==> config.mk <==
export PLATFORM = sky130hd
export DESIGN_NAME = serial_sub_ctrl
export DESIGN_NICKNAME = d
export VERILOG_FILES = /design/src/rtl/serial_sub_ctrl.sv
export SDC_FILE = /design/constraint.sdc
export NUM_CORES = 1
export LEC_CHECK = 0
export CELL_PAD_IN_SITES_DETAIL_PLACEMENT = 1
export CELL_PAD_IN_SITES_GLOBAL_PLACEMENT = 2
export CORE_AREA = 5 5 70 85
export CTS_BUF_LIST = sky130_fd_sc_hd__clkbuf_8
export DETAILED_ROUTE_END_ITERATION = 16
export DIE_AREA = 0 0 75 90
export PLACE_DENSITY = 0.84
export SLEW_MARGIN = 40
export SYNTH_ARGS = -nofsm -noshare
export SYNTH_HDL_FRONTEND = slang
export SYNTH_SLANG_ARGS = --single-unit
export TNS_END_PERCENT = 1
==> constraint.sdc <==
create_clock -name clk -period 1.5 [get_ports clk]
set_clock_uncertainty 0.15 [all_clocks]
set_input_delay 0.3 -clock clk [delete_from_list [all_inputs] [get_ports clk]]
set_output_delay 0.3 -clock clk [all_outputs]
set_load 0.02 [all_outputs]
==> src/rtl/serial_sub_ctrl.sv <==
// Bit-serial subtractor controller: diff = x - y - bin, one bit per clock, LSB first.
// Optional signed-overflow output enabled by defining SERIAL_SUB_OVF_EN.
module serial_sub_ctrl #(
  parameter int unsigned WIDTH = 8
) (
  input  logic             clk,
  input  logic             rst_n,
  input  logic             in_valid,
  output logic             in_ready,
  input  logic [WIDTH-1:0] x,
  input  logic [WIDTH-1:0] y,
  input  logic             bin,
  output logic             out_valid,
  input  logic             out_ready,
  output logic [WIDTH-1:0] diff,
  output logic             bout,
  output logic             busy
`ifdef SERIAL_SUB_OVF_EN
  ,
  output logic             ovf
`endif
);

  localparam int unsigned CntW = (WIDTH > 1) ? $clog2(WIDTH) : 1;

  typedef enum logic [1:0] {StIdle, StShift, StDone} state_e;

  state_e            state_q;
  logic [WIDTH-1:0]  xs_q;
  logic [WIDTH-1:0]  ys_q;
  logic [WIDTH-1:0]  diff_q;
  logic              b_q;
  logic              bout_q;
  logic [CntW-1:0]   cnt_q;

  logic d_bit;
  logic b_next;
  logic last;

  // Single full-subtractor cell on the operand LSBs.
  assign d_bit  = xs_q[0] ^ ys_q[0] ^ b_q;
  assign b_next = (~xs_q[0] & ys_q[0]) | (~(xs_q[0] ^ ys_q[0]) & b_q);
  assign last   = (cnt_q == CntW'(WIDTH - 1));

`ifdef SERIAL_SUB_OVF_EN
  logic xm_q;
  logic ym_q;
  logic ovf_q;

  always_ff @(posedge clk or negedge rst_n) begin
    if (!rst_n) begin
      xm_q  <= 1'b0;
      ym_q  <= 1'b0;
      ovf_q <= 1'b0;
    end else begin
      if (state_q == StIdle && in_valid) begin
        xm_q  <= x[WIDTH-1];
        ym_q  <= y[WIDTH-1];
        ovf_q <= 1'b0;
      end else if (state_q == StShift && last) begin
        // d_bit becomes diff[WIDTH-1] on this edge.
        ovf_q <= (xm_q ^ ym_q) & (xm_q ^ d_bit);
      end
    end
  end

  assign ovf = ovf_q;
`endif

  always_ff @(posedge clk or negedge rst_n) begin
    if (!rst_n) begin
      state_q <= StIdle;
      xs_q    <= '0;
      ys_q    <= '0;
      diff_q  <= '0;
      b_q     <= 1'b0;
      bout_q  <= 1'b0;
      cnt_q   <= '0;
    end else begin
      unique case (state_q)
        StIdle: begin
          if (in_valid) begin
            xs_q    <= x;
            ys_q    <= y;
            b_q     <= bin;
            cnt_q   <= '0;
            diff_q  <= '0;
            bout_q  <= 1'b0;
            state_q <= StShift;
          end
        end
        StShift: begin
          b_q    <= b_next;
          diff_q <= {d_bit, diff_q[WIDTH-1:1]};
          xs_q   <= {1'b0, xs_q[WIDTH-1:1]};
          ys_q   <= {1'b0, ys_q[WIDTH-1:1]};
          cnt_q  <= cnt_q + CntW'(1);
          if (last) begin
            bout_q  <= b_next;
            state_q <= StDone;
          end
        end
        StDone: begin
          if (out_ready) begin
            state_q <= StIdle;
          end
        end
        default: state_q <= StIdle;
      endcase
    end
  end

  assign in_ready  = (state_q == StIdle);
  assign out_valid = (state_q == StDone);
  assign busy      = (state_q == StShift) || (state_q == StDone);
  assign diff      = diff_q;
  assign bout      = bout_q;

endmodule

==> out/qor.csv <==
stage,metric,value,unit
final_layout,final_core_util,42.2,%
setup_path,endpoint_kind,flop,
setup_path,start_kind,flop,
timing,fin_ws,-0.154,ns
power_and_ir_drop,swShare,36.6,%
power_and_ir_drop,leakage,1.01,nW
outcome,status,"finished, violations left",
synth,synth_area_leader_cell,dfrtp_1,
timing,period_share,110,%
synth,synth_fp_nets,153,
clock_network,clock_sinks,31,
route,wl_per_cell,14.8,µm
synth,synth_cell_types,21,
power_and_ir_drop,p_seq_share,31.4,%
die,start_util,28.6,%
clock_network,insertion_delay,0.28,ns
route,drtAntennaViolNets,0,
die,core_area,0.00512,mm²
setup_path,crit_type,reg -> reg,
route,wirelength,3.51,mm
power_and_ir_drop,p_int,2.90,mW
synth,synthCells,126,
final_layout,final_cell_mix,"dfrtp_1 (31), clkdlybuf4s50_1 (20), o21ai_1 (18)",
place,dp_hpwl,2.49,mm
timing,maxSlewHeadroom,84.7,%
timing,setup_violations,32,
setup_path,crit_path_frequent_cell,buf_6,
power_and_ir_drop,p_sw,1.68,mW
synth,synth_top_cell_area_share,52.9,%
die,io_pins,33,
clock_network,cts_buffer_depth,2,
power_and_ir_drop,clockPowerShare,16.0,%
setup_path,worstPathCellList,inv_2 -> ha_4 -> buf_6 -> mux2i_4 -> buf_12 -> buf_6 -> a22o_1,
min_path,hold_class,in -> async,
final_layout,drive_above_1_share,23.9,%
die,die_w,75,µm
place,port_buffers,32,
die,die_area,0.00675,mm²
synth,synth_area_leaders,"dfrtp_1 (53%), mux2i_1 (11%), a22o_1 (6.0%), nand2_1 (4.4%), ha_1 (4.3%)",
setup_path,cp_max_fo,9,
timing,fmax,604,MHz
setup_path,path_buf_inv,4,
route,vias_per_cell,4.74,
power_and_ir_drop,vdd_drop_max,1.14,mV
clock_network,clkTransAtPathRegs,0.07,ns
die,std_cell_rows,29,
timing,drv_slew,0,
final_layout,antenna_cells,0,
setup_path,rrSetupSlack,-0.15,ns
grt,grt_first_pass_wirelength,5.89,mm
route,drtPass1Iterations,2,
final_layout,fin_nets,202,
timing,hold_viol,0,
setup_path,slowest_delay,0.38,ns
final_layout,layout_commonest_cell,dfrtp_1,
synth,avgSynthCellArea,11.6,µm²
timing,worst_pin_slew,0.223,ns
outcome,violations,setup timing,
route,drt_iter0_drc,34,
clock_network,hold_buffers,0,
job,cap_violations,0,
route,drc_errors,0,
grt,grt_pass1_vias,1233,
power_and_ir_drop,total_power,4.57,mW
synth,ys_seq_area_share,52.9,%
setup_path,cpMaxStageDelayCell,dfrtp_1,
final_layout,area_growth_syn_to_layout,47.4,%
setup_path,crit_required,1.52,ns
grt,antenna_found_initial,0,
place,place_congestion,0.729,
clock_network,cts-root-buf,clkbuf_8,
timing,rsz0062_at_grt,true,
setup_path,cp.arrival,1.68,ns
clock_network,htreeDepth,2,
grt,grt_max_degree,35,
power_and_ir_drop,p_per_area,2120,mW/mm²
grt,grt_use_total,11.3,%
setup_path,path_delay_family,buffers and inverters,
timing,fin_crit,1.65,ns
clock_network,cts_tree,built,
die,die_h,90,µm
clock_network,numCtsBuffers,5,
route,vias,1127,
synth,synth-seq-cells,31,
synth,ys.warnings.count,0,
power_and_ir_drop,p_comb_share,52.6,%
grt,grt-ovfl-total,0,
synth,syn_area,0.00147,mm²
state kept, by name, indices dropped and copies added, names as in the netlist:
name and flops:
cnt_q 3, ys_q 8, b_q 1, state_q 2, xs_q 8, bout 1, diff 8
power groups by stage:
| stage | combinational [mW] | clock, mW | sequential, mW |
|---|---|---|---|
| 3_3_place_gp | 2.08 | 0 | 1.42 |
| 3_5_place_dp | 2.17 | 0 | 1.45 |
| 6_report | 2.41 | 0.731 | 1.44 |
| 4_1_cts | 2.20 | 0.754 | 1.43 |
| 2_1_floorplan | 1.37 | 0 | 1.50 |
| 5_1_grt | 2.65 | 0.797 | 1.48 |
logic make-up after synthesis:
group	count (synthesis)	share of synthesized area, %
AOI/OAI and AO/OA	31	14.0
adders and majority gates	6	5.64
buffers and inverters	13	5.38
DFF	31	52.9
muxes	18	13.2
and+or+nand+nor	27	8.79
per-layer routing:
metal,track usage [%],routed length [µm],vias up
met2,18.8,1840,25
met1,12.5,1390,557
met4,5.34,91,0
li1,-,-,537
met3,3.91,198,8
met5,0,0,-
timing repair:
item,4_1_cts,5_1_grt
setup endpoints to repair,43,36
buffers inserted,0,2
gates cloned,0,2
resized for setup,31,9
pin swaps,1,6
final cells by class:
class                   instances  area [µm²]
clock buffers                   7        96.3
well taps                      62        77.6
clock inverters                 1        7.51
repair buffers                 50         523
flip-flops and latches         31         776
fillers                       559        2960
inverters                       5        18.8
multi-input cells              82         661
synth_stat cells, drive strengths merged:
library cell,n
dfrtp,31
o21ai,18
mux2i,17
nand2,17
a22o,10
buf,8
ha,5
inv,5
nor2b,4
nand2b,2
nor3b,2
o32a,2
and2b,1
fa,1
mux2,1
nand3,1
o211ai,1
worst register-to-register path, cell delays in order (launching register included):
cell and delay (ns):
dfrtp_1 0.38, inv_2 0.06, ha_4 0.16, buf_6 0.12
mux2i_4 0.18, buf_12 0.14, buf_6 0.13, a22o_1 0.22
metrics by stage:
step                      setup TNS [ns]  area (µm²)  hold slack [ns]  instances  setup slack [ns]
after CTS                          -3.54        2080            0.229        234            -0.221
after global routing               -5.89        2160            0.230        238            -0.213
after floorplan                   -0.742        1490           -0.146        126           -0.0329
after detailed placement           -7.45        1960            0.326        226            -0.272
after global placement             -6.20        1960            0.318        226            -0.227
final                              -3.31        2160            0.226        238            -0.154
path summary, 6_finish.rpt:
| check | cells past startpoint | endpoint | startpoint |
|---|---|---|---|
| min | 2 | ys_q[6] | rst_n |
| max | 7 | diff[1] | state_q[1] |
| max reg2reg | 7 | diff[1] | state_q[1] |
| min reg2reg | 2 | ys_q[5] | ys_q[5] |
| max in group asynchronous | 2 | state_q[1] | rst_n |
| min in group clk | 2 | ys_q[5] | ys_q[5] |
(Power assumes the default switching activity.)
